### config.mk
export PLATFORM = sky130hd
export DESIGN_NAME = wheel_speed_capture
export DESIGN_NICKNAME = d
export VERILOG_FILES = /design/src/rtl/wheel_speed_pkg.sv /design/src/rtl/wheel_speed_ch.sv /design/src/rtl/wheel_speed_capture.sv
export SDC_FILE = /design/constraint.sdc
export NUM_CORES = 1
export LEC_CHECK = 0
export ABC_AREA = 1
export CAP_MARGIN = 20
export CORE_UTILIZATION = 40
export CTS_CLUSTER_DIAMETER = 50
export DETAILED_ROUTE_END_ITERATION = 16
export PLACE_DENSITY = 0.59
export SLEW_MARGIN = 20
export SYNTH_ARGS = -nofsm -noshare
export SYNTH_HDL_FRONTEND = slang
export SYNTH_HIERARCHICAL = 1
export SYNTH_SLANG_ARGS = --single-unit
### constraint.sdc
create_clock -name clk_sys -period 1.9 [get_ports clk_sys]
set_input_delay 0.38 -clock clk_sys [delete_from_list [all_inputs] [get_ports clk_sys]]
set_output_delay 0.38 -clock clk_sys [all_outputs]
set_load 0.005 [all_outputs]
### src/rtl/wheel_speed_pkg.sv
// wheel_speed_pkg: shared channel state encoding and default parameters for wheel speed capture
package wheel_speed_pkg;
  typedef enum logic [1:0] {WS_IDLE, WS_RUN, WS_STALL} ws_state_e;
  localparam int unsigned DEB_LEN_DEF = 4;
  localparam int unsigned PER_W_DEF   = 24;
  localparam int unsigned POS_W_DEF   = 16;
  localparam int unsigned TIMEOUT_DEF = 5_000_000;
endpackage

### src/rtl/wheel_speed_ch.sv
// wheel_speed_ch: one encoder channel - synchroniser, debounce, rising-edge FSM, period timer, position
module wheel_speed_ch
  import wheel_speed_pkg::*;
#(
  parameter int unsigned DEB_LEN = DEB_LEN_DEF,
  parameter int unsigned PER_W   = PER_W_DEF,
  parameter int unsigned POS_W   = POS_W_DEF,
  parameter int unsigned TIMEOUT = TIMEOUT_DEF
) (
  input  logic             clk_sys,
  input  logic             rst_sys_n,
  input  logic             evnt,
  input  logic             dir,
  input  logic             clr,
  output logic [POS_W-1:0] pos,
  output logic [PER_W-1:0] period,
  output logic             period_vld,
  output logic             stall
);
  logic [1:0]       sync;
  logic             filt;
  logic             filt_prev;
  logic [7:0]       deb_cnt;
  logic [PER_W-1:0] timer;
  logic             ev;
  logic             hit;
  ws_state_e        state;
  ws_state_e        nxt;
  assign ev  = filt & ~filt_prev;
  assign hit = timer == PER_W'(TIMEOUT - 1);
  // Synchronise the raw pulse and only move the filtered level after DEB_LEN disagreeing samples
  always_ff @(posedge clk_sys or negedge rst_sys_n)
    if (!rst_sys_n) begin
      sync      <= '0;
      filt      <= 1'b0;
      filt_prev <= 1'b0;
      deb_cnt   <= '0;
    end else begin
      sync      <= {sync[0], evnt};
      filt_prev <= filt;
      if (sync[1] == filt) deb_cnt <= '0;
      else if (deb_cnt == 8'(DEB_LEN - 1)) begin
        deb_cnt <= '0;
        filt    <= ~filt;
      end else deb_cnt <= deb_cnt + 8'd1;
    end
  // State register
  always_ff @(posedge clk_sys or negedge rst_sys_n)
    if (!rst_sys_n) state <= WS_IDLE;
    else state <= nxt;
  // Clear beats an edge, an edge beats the timeout
  always_comb
    nxt = clr ? WS_IDLE : ev ? WS_RUN : (state == WS_RUN && hit) ? WS_STALL : state;
  // Wheel is reported stalled whenever it is not actively being timed
  always_comb
    stall = state != WS_RUN;
  // Period timer, period result and signed position; the first edge after idle/stall only re-arms
  always_ff @(posedge clk_sys or negedge rst_sys_n)
    if (!rst_sys_n) begin
      timer      <= '0;
      pos        <= '0;
      period     <= '0;
      period_vld <= 1'b0;
    end else begin
      period_vld <= !clr && ev && state == WS_RUN;
      if (clr) begin
        timer  <= '0;
        pos    <= '0;
        period <= '0;
      end else if (ev) begin
        timer <= '0;
        pos   <= dir ? pos - POS_W'(1) : pos + POS_W'(1);
        if (state == WS_RUN) period <= timer + PER_W'(1);
      end else if (state == WS_RUN) begin
        if (hit) period <= '0;
        else timer <= timer + PER_W'(1);
      end
    end
endmodule

### src/rtl/wheel_speed_capture.sv
// wheel_speed_capture: per-wheel encoder conditioning, position and period capture with packed output buses
module wheel_speed_capture
  import wheel_speed_pkg::*;
#(
  parameter int unsigned NUM_CH  = 2,
  parameter int unsigned DEB_LEN = DEB_LEN_DEF,
  parameter int unsigned PER_W   = PER_W_DEF,
  parameter int unsigned POS_W   = POS_W_DEF,
  parameter int unsigned TIMEOUT = TIMEOUT_DEF
) (
  input  logic                    clk_sys,
  input  logic                    rst_sys_n,
  input  logic [NUM_CH-1:0]       evnt_i,
  input  logic [NUM_CH-1:0]       dir_i,
  input  logic [NUM_CH-1:0]       clr_i,
  output logic [NUM_CH*POS_W-1:0] pos_o,
  output logic [NUM_CH*PER_W-1:0] period_o,
  output logic [NUM_CH-1:0]       period_vld_o,
  output logic [NUM_CH-1:0]       stall_o
);
  for (genvar i = 0; i < NUM_CH; i++) begin : g_ch
    wheel_speed_ch #(
      .DEB_LEN(DEB_LEN),
      .PER_W  (PER_W),
      .POS_W  (POS_W),
      .TIMEOUT(TIMEOUT)
    ) u_ch (
      .clk_sys   (clk_sys),
      .rst_sys_n (rst_sys_n),
      .evnt      (evnt_i[i]),
      .dir       (dir_i[i]),
      .clr       (clr_i[i]),
      .pos       (pos_o[i*POS_W +: POS_W]),
      .period    (period_o[i*PER_W +: PER_W]),
      .period_vld(period_vld_o[i]),
      .stall     (stall_o[i])
    );
  end
endmodule

# [Word level (Yosys, flattened, before mapping)]
# Index checks and enable logic that the tools add are counted.
[totals] reg_bits=158 in_bits=8 out_inout_bits=84 word_cells=104
[classes] addsub=8 eq_ne=12 n_mux=34 n_bitwise=8 n_reduce_logical=24
[op_table] cell="$mux 24" count=18
[op_table] cell="$mux 16" count=6
[op_table] cell="$add 24x1->24 const B" count=2
[op_table] cell="$eq 24x23->1 const B" count=2
[op_table] cell="$add 16x1->16 const B" count=2
[op_table] cell="$mux 8" count=4
[op_table] cell="$sub 16x1->16 const B" count=2
[op_table] cell="$reduce_bool 3->1" count=6
[op_table] cell="$add 8x1->8 const B" count=2
[op_table] cell="$eq 8x2->1 const B" count=2
[op_table] cell="$mux 2" count=6
[op_table] cell="$reduce_and 2->1" count=6
[op_table] cell="$reduce_bool 2->1" count=4
[op_table] cell="$logic_and 1x1->1" count=6
[op_table] cell="$ne 3x2->1 const B" count=2
[op_table] cell="$not 1->1" count=6
[op_table] cell="$eq 2x1->1 const B" count=2
[op_table] cell="$ne 2x1->1 const B" count=2
[op_table] cell="$and 1x1->1" count=2
[op_table] cell="$eq 1x1->1" count=2
[op_table] cell="$logic_not 1->1" count=2

# [Depth between registers and ports, before layout]
[logic_depth] ltp_word=5 depth_mapped=11 mapped_depth_nobuf=11

# [Hierarchy]
# Netlist, hierarchy kept.
[by_module_without_submodules] mod="wheel_speed_ch" instances=2 cells_per_inst=662 area_per_inst_um2=4733.3 seq_area_each_um2=1976.9

# [Worst setup path before layout]
# No wires, ideal clock.
[synth_timing] path_type="register to register" startpoint="register g_ch[0].u_ch.timer[0]" endpoint="register g_ch[0].u_ch.period[10]" setup_ns=0.116 t_arrival_ns=1.451 required_ns=1.784 setup_slack_ns=0.332 stages_incl_launch_ff=12 n_path_buf=1 period_less_slack_ns=1.568 cell_sequence="dfrtp_1 ha_1 nand2_2 nor2_2 nand2_2 nor2_4 nand2_2 nand2_1 o21ai_2 buf_6 nand2_1 nand2_1"
[synth_between] elab_chain_cells=4 word_cells_on_any_way=7 classes_between="add/sub (1); eq/ne (1); mux (3); reduce/logical (2)"
[synth_lines] element="start, declared" line_no="wheel_speed_ch.sv:24" text="logic [PER_W-1:0] timer;"
[synth_lines] element="start signal, assigned" line_no="wheel_speed_ch.sv:76" text="else timer <= timer + PER_W'(1);"
[synth_lines] element="$add 24x1->24" line_no="wheel_speed_ch.sv:73" text="if (state == WS_RUN) period <= timer + PER_W'(1);"
[synth_lines] element="$mux 24" line_no="wheel_speed_ch.sv:73"
[synth_lines] element="$mux 24" line_no="wheel_speed_ch.sv:70" text="end else if (ev) begin"
[synth_lines] element="$mux 24" line_no="wheel_speed_ch.sv:66" text="if (clr) begin"
[synth_lines] element="end signal, assigned" line_no="wheel_speed_ch.sv:73"
[synth_lines] element="end, declared" line_no="wheel_speed_ch.sv:16" text="output logic [PER_W-1:0] period,"
# Several ways; a longest one is shown, not always the timed one. The select of a mux whose other input is x is not followed.
# A chain may end at the register's enable or synchronous reset.

# [Final worst setup path]
[layout_timing] startpoint="register g_ch[1].u_ch.pos[12]" endpoint="output port pos_o[28]"
[layout_rtl] element="start, declared" line_no="wheel_speed_ch.sv:15" text="output logic [POS_W-1:0] pos,"
[layout_rtl] element="start signal, assigned" line_no="wheel_speed_ch.sv:72" text="pos <= dir ? pos - POS_W'(1) : pos + POS_W'(1);"
[layout_rtl] element="end, declared" line_no="wheel_speed_capture.sv:16" text="output logic [NUM_CH*POS_W-1:0] pos_o,"
# No word-level cell between the ends.

==> results.py <==
metrics = {
    "cells_and_area": {
        "drive_gt1_share_pct": 10.6,
        "fin_area_um2": 11900,
        "num_antenna_cells": 0,
        "fin_util_pct": 51.9,
        "fin_cells": 1809,
        "area_growth_syn_to_layout_pct": 25.6,
        "nets": 1525,
    },
    "sta": {
        "hold_violations": 0,
        "period_share_pct": 95.9,
        "drv_slew": 0,
        "relSlewSlack_pct": 58.0,
        "setup_viol": 0,
        "max_slew.worst_pin.slew_ps": 628,
        "min_period_ps": 1820,
        "fin_ws_ps": 78.6,
        "skew_ps": 10.5,
        "fmax_mhz": 549,
        "rsz0062_at_grt": "no",
    },
    "floorplanning": {
        "die_h_um": 156,
        "initial_core_util_pct": 41.3,
        "ioPinCount": 92,
        "die_x_um": 156,
        "coreArea_um2": 22900,
        "die_area_um2": 24300,
        "rows": 55,
    },
    "route": {
        "ant_nets": 0,
        "drtPass1Iterations": 5,
        "vias_per_cell": 4.63,
        "vias": 8369,
        "drc_errors": 0,
        "routedWlPerCell_um": 12.5,
        "drt_iter0_drc": 338,
        "wl_um": 22600,
    },
    "global_route": {
        "grt_use_met1_pct": 26.9,
        "use_met3_pct": 2.86,
        "use_met2_pct": 32.1,
        "grt_pass1_wl_um": 38200,
        "busiest_layer": "met2",
        "grt_pass1_vias": 8022,
        "grtUsageTotal_pct": 19.6,
        "grt_max_degree": 50,
        "antenna_found_initial": 0,
        "grt_overflow_total": 0,
    },
    "clock_network": {
        "cts_buffers": 17,
        "clock_sinks": 158,
        "cts-root-buf": "clkbuf_16",
        "post-cts-setup-buffers": 0,
        "insertion_delay_ps": 430,
        "cts_max_level": 4,
        "cts_tree": "done",
        "cts.clk_slew.worst_paths_ps": 70,
        "clk_path_buf_depth": 2,
    },
    "synth": {
        "syn_nets": 1366,
        "ys_types": 30,
        "ys_seq_area_share_pct": 41.8,
        "yosys_warnings": 6,
        "synthCells": 1324,
        "ys_ff_latch": 158,
        "synth.cell_area_um2": 9470,
        "avgSynthCellArea_um2": 7.15,
    },
    "outcome": {
        "outcome": "complete, no violations",
    },
    "flow_run": {
        "max-cap-violations": 0,
    },
    "critical_path": {
        "slowest_stage": "clkdlybuf4s50_1",
        "crit_path_start_kind": "flip-flop",
        "worst-setup-path-type": "flip-flop to output pin",
        "path_buf_inv": 2,
        "critical_path.top_delay_family": "buffers and inverters",
        "endpoint_kind": "output pin",
        "max_stage_delay_ps": 490,
        "cp.required_ps": 1520,
        "cp_max_fo": 2,
        "path_cells": "buf_4 > clkdlybuf4s50_1",
        "critPathArrivalTime_ps": 1440,
    },
    "power": {
        "power_mw": 11.8,
        "power_density_nw_per_um2": 988,
        "p_leak_nw": 6.29,
        "vdd_drop_max_v": 0.000565,
    },
    "placed_design": {
        "gp_congestion": 0.899,
        "port_buffers": 91,
        "place_area_um2": 11200,
        "pre_cts_ws_ps": -422,
        "dpl.hpwl_um": 16500,
        "place_inst": 1774,
    },
    "worst_hold_path": {
        "hold_class": "flip-flop to flip-flop",
    },
}
-- report_power, final --
group / leakage, nW / total [mW] / switching (mW) / internal, mW
sequential: 2.17 / 4.06 / 0.338 / 3.72
combinational: 3.82 / 4.14 / 2.34 / 1.80
clock: 0.291 / 3.55 / 1.46 / 2.10
total: 6.29 / 11.8 / 4.13 / 7.62
-- path summary, 6_finish.rpt --
check	depth (start not counted)	to	slack [ps]	startpoint
max in group asynchronous	3	g_ch[1].u_ch/pos[10]	820	rst_sys_n
hold / removal	0	g_ch[0].u_ch/sync[1]	360	g_ch[0].u_ch/sync[0]
setup / recovery	2	pos_o[28]	80	g_ch[1].u_ch/pos[12]
hold reg to reg	0	g_ch[0].u_ch/sync[1]	360	g_ch[0].u_ch/sync[0]
min in group asynchronous	2	g_ch[0].u_ch/period[23]	470	rst_sys_n
setup reg to reg	9	g_ch[1].u_ch/timer[12]	190	g_ch[1].u_ch/timer[0]
-- state kept, by name, summed over array words and instances, names as in the netlist --
name                  cells
g_ch.u_ch/deb_cnt        16
g_ch.u_ch/timer          48
g_ch.u_ch/pos            32
g_ch.u_ch/period_vld      2
g_ch.u_ch/sync            4
g_ch.u_ch/state           4
g_ch.u_ch/filt_prev       2
g_ch.u_ch/filt            2
g_ch.u_ch/period         48
-- worst reg2reg max path, cell delays in order (launching register included) --
cell	delay, ps
dfrtp_1	370
ha_1	200
nand2_2	80
nor2_1	240
inv_1	130
nor2_1	210
xor2_1	170
inv_1	70
nand2_1	60
o21ai_0	70
-- cells in the final DEF (no fill, tap or decap), types with 2 or more instances in the layout --
master,count
a21oi_1,28
and2_1,2
buf_12,9
buf_4,53
bufinv_16,2
clkbuf_16,17
clkbuf_8,4
clkdlybuf4s50_1,86
clkinv_4,3
clkinvlp_4,3
dfrtp_1,158
dlygate4sd2_1,2
dlymetal6s2s_1,2
fa_1,2
ha_1,29
ha_4,2
inv_1,184
inv_2,4
inv_4,2
nand2_1,570
nand2_2,7
nand2_4,5
nand3_1,68
nand3b_1,8
nand4_1,10
nor2_1,96
nor2_2,8
nor2_4,9
nor2_8,2
nor3_1,12
nor3b_1,2
nor4_1,2
o21ai_0,32
o21ai_1,2
o21ai_2,20
o21ai_4,3
o22ai_1,2
or2_2,2
xnor2_1,8
xor2_1,30
-- metal layers --
layer / share of wire [%] / wire length [um] / vias up
li1: - / - / 4379
met1: 50 / 11400 / 3837
met2: 45 / 10300 / 136
met3: 3.4 / 763 / 17
met4: 1.1 / 250 / 0
met5: 0 / 0 / -
-- per-stage QoR --
stage | hold slack [ps] | TNS, ps
after CTS | 364 | 0
after detailed placement | 343 | -16930
after floorplan | 84.4 | 0
after global routing | 384 | 0
final | 364 | 0
after global placement | 344 | -15520
-- kinds of logic (layout without fill, tap and decap cells) --
logic type / Yosys count / in the layout / share of synthesized area (%)
and+or+nand+nor: 802 / 803 / 35.3
adders and majority gates: 34 / 34 / 4.65
DFF: 158 / 158 / 41.8
AOI/OAI and AO/OA: 86 / 87 / 5.45
buffers and inverters: 206 / 376 / 9.33
xor gates and xnor gates: 38 / 38 / 3.52
-- repair_timing --
item,4_1_cts,5_1_grt
hold buffers,1,0
setup endpoints to repair,2,95
resized for setup,2,14
pin swaps,0,0
endpoints found under the hold margin,42,0
gates cloned,0,2
-- synthesized netlist by cell type --
cell type	instances	share of area (%)
nand2_1	572	23
inv_1	184	7.3
dfrtp_1	158	42
nor2_1	98	3.9
nand3_1	68	3.6
ha_1	32	4.2
o21ai_0	32	1.7
xor2_1	30	2.8
a21oi_1	28	1.5
o21ai_2	22	2.0
buf_6	14	1.7
nor3_1	12	0.63
nand4_1	10	0.66
nand3b_1	8	0.63
nor2_4	8	0.95
xnor2_1	8	0.74
nand2_2	6	0.40
nor2_2	6	0.40
inv_2	4	0.16
nand2_4	4	0.48
and2_1	2	0.13
clkbuf_1	2	0.079
fa_1	2	0.42
inv_4	2	0.13
nor2_8	2	0.42
nor3b_1	2	0.16
nor4_1	2	0.13
o21ai_1	2	0.11
o22ai_1	2	0.13
or2_2	2	0.13
-- cell type report --
cell class,instances,area [um^2]
Fill cell,2250,11000
Tap cell,313,392
Multi-Input combinational cell,962,4710
Clock buffer,22,484
Inverter,190,718
Timing Repair Buffer,154,1500
Clock inverter,10,129
Sequential cell,158,3950
(Power assumes the default switching activity.)
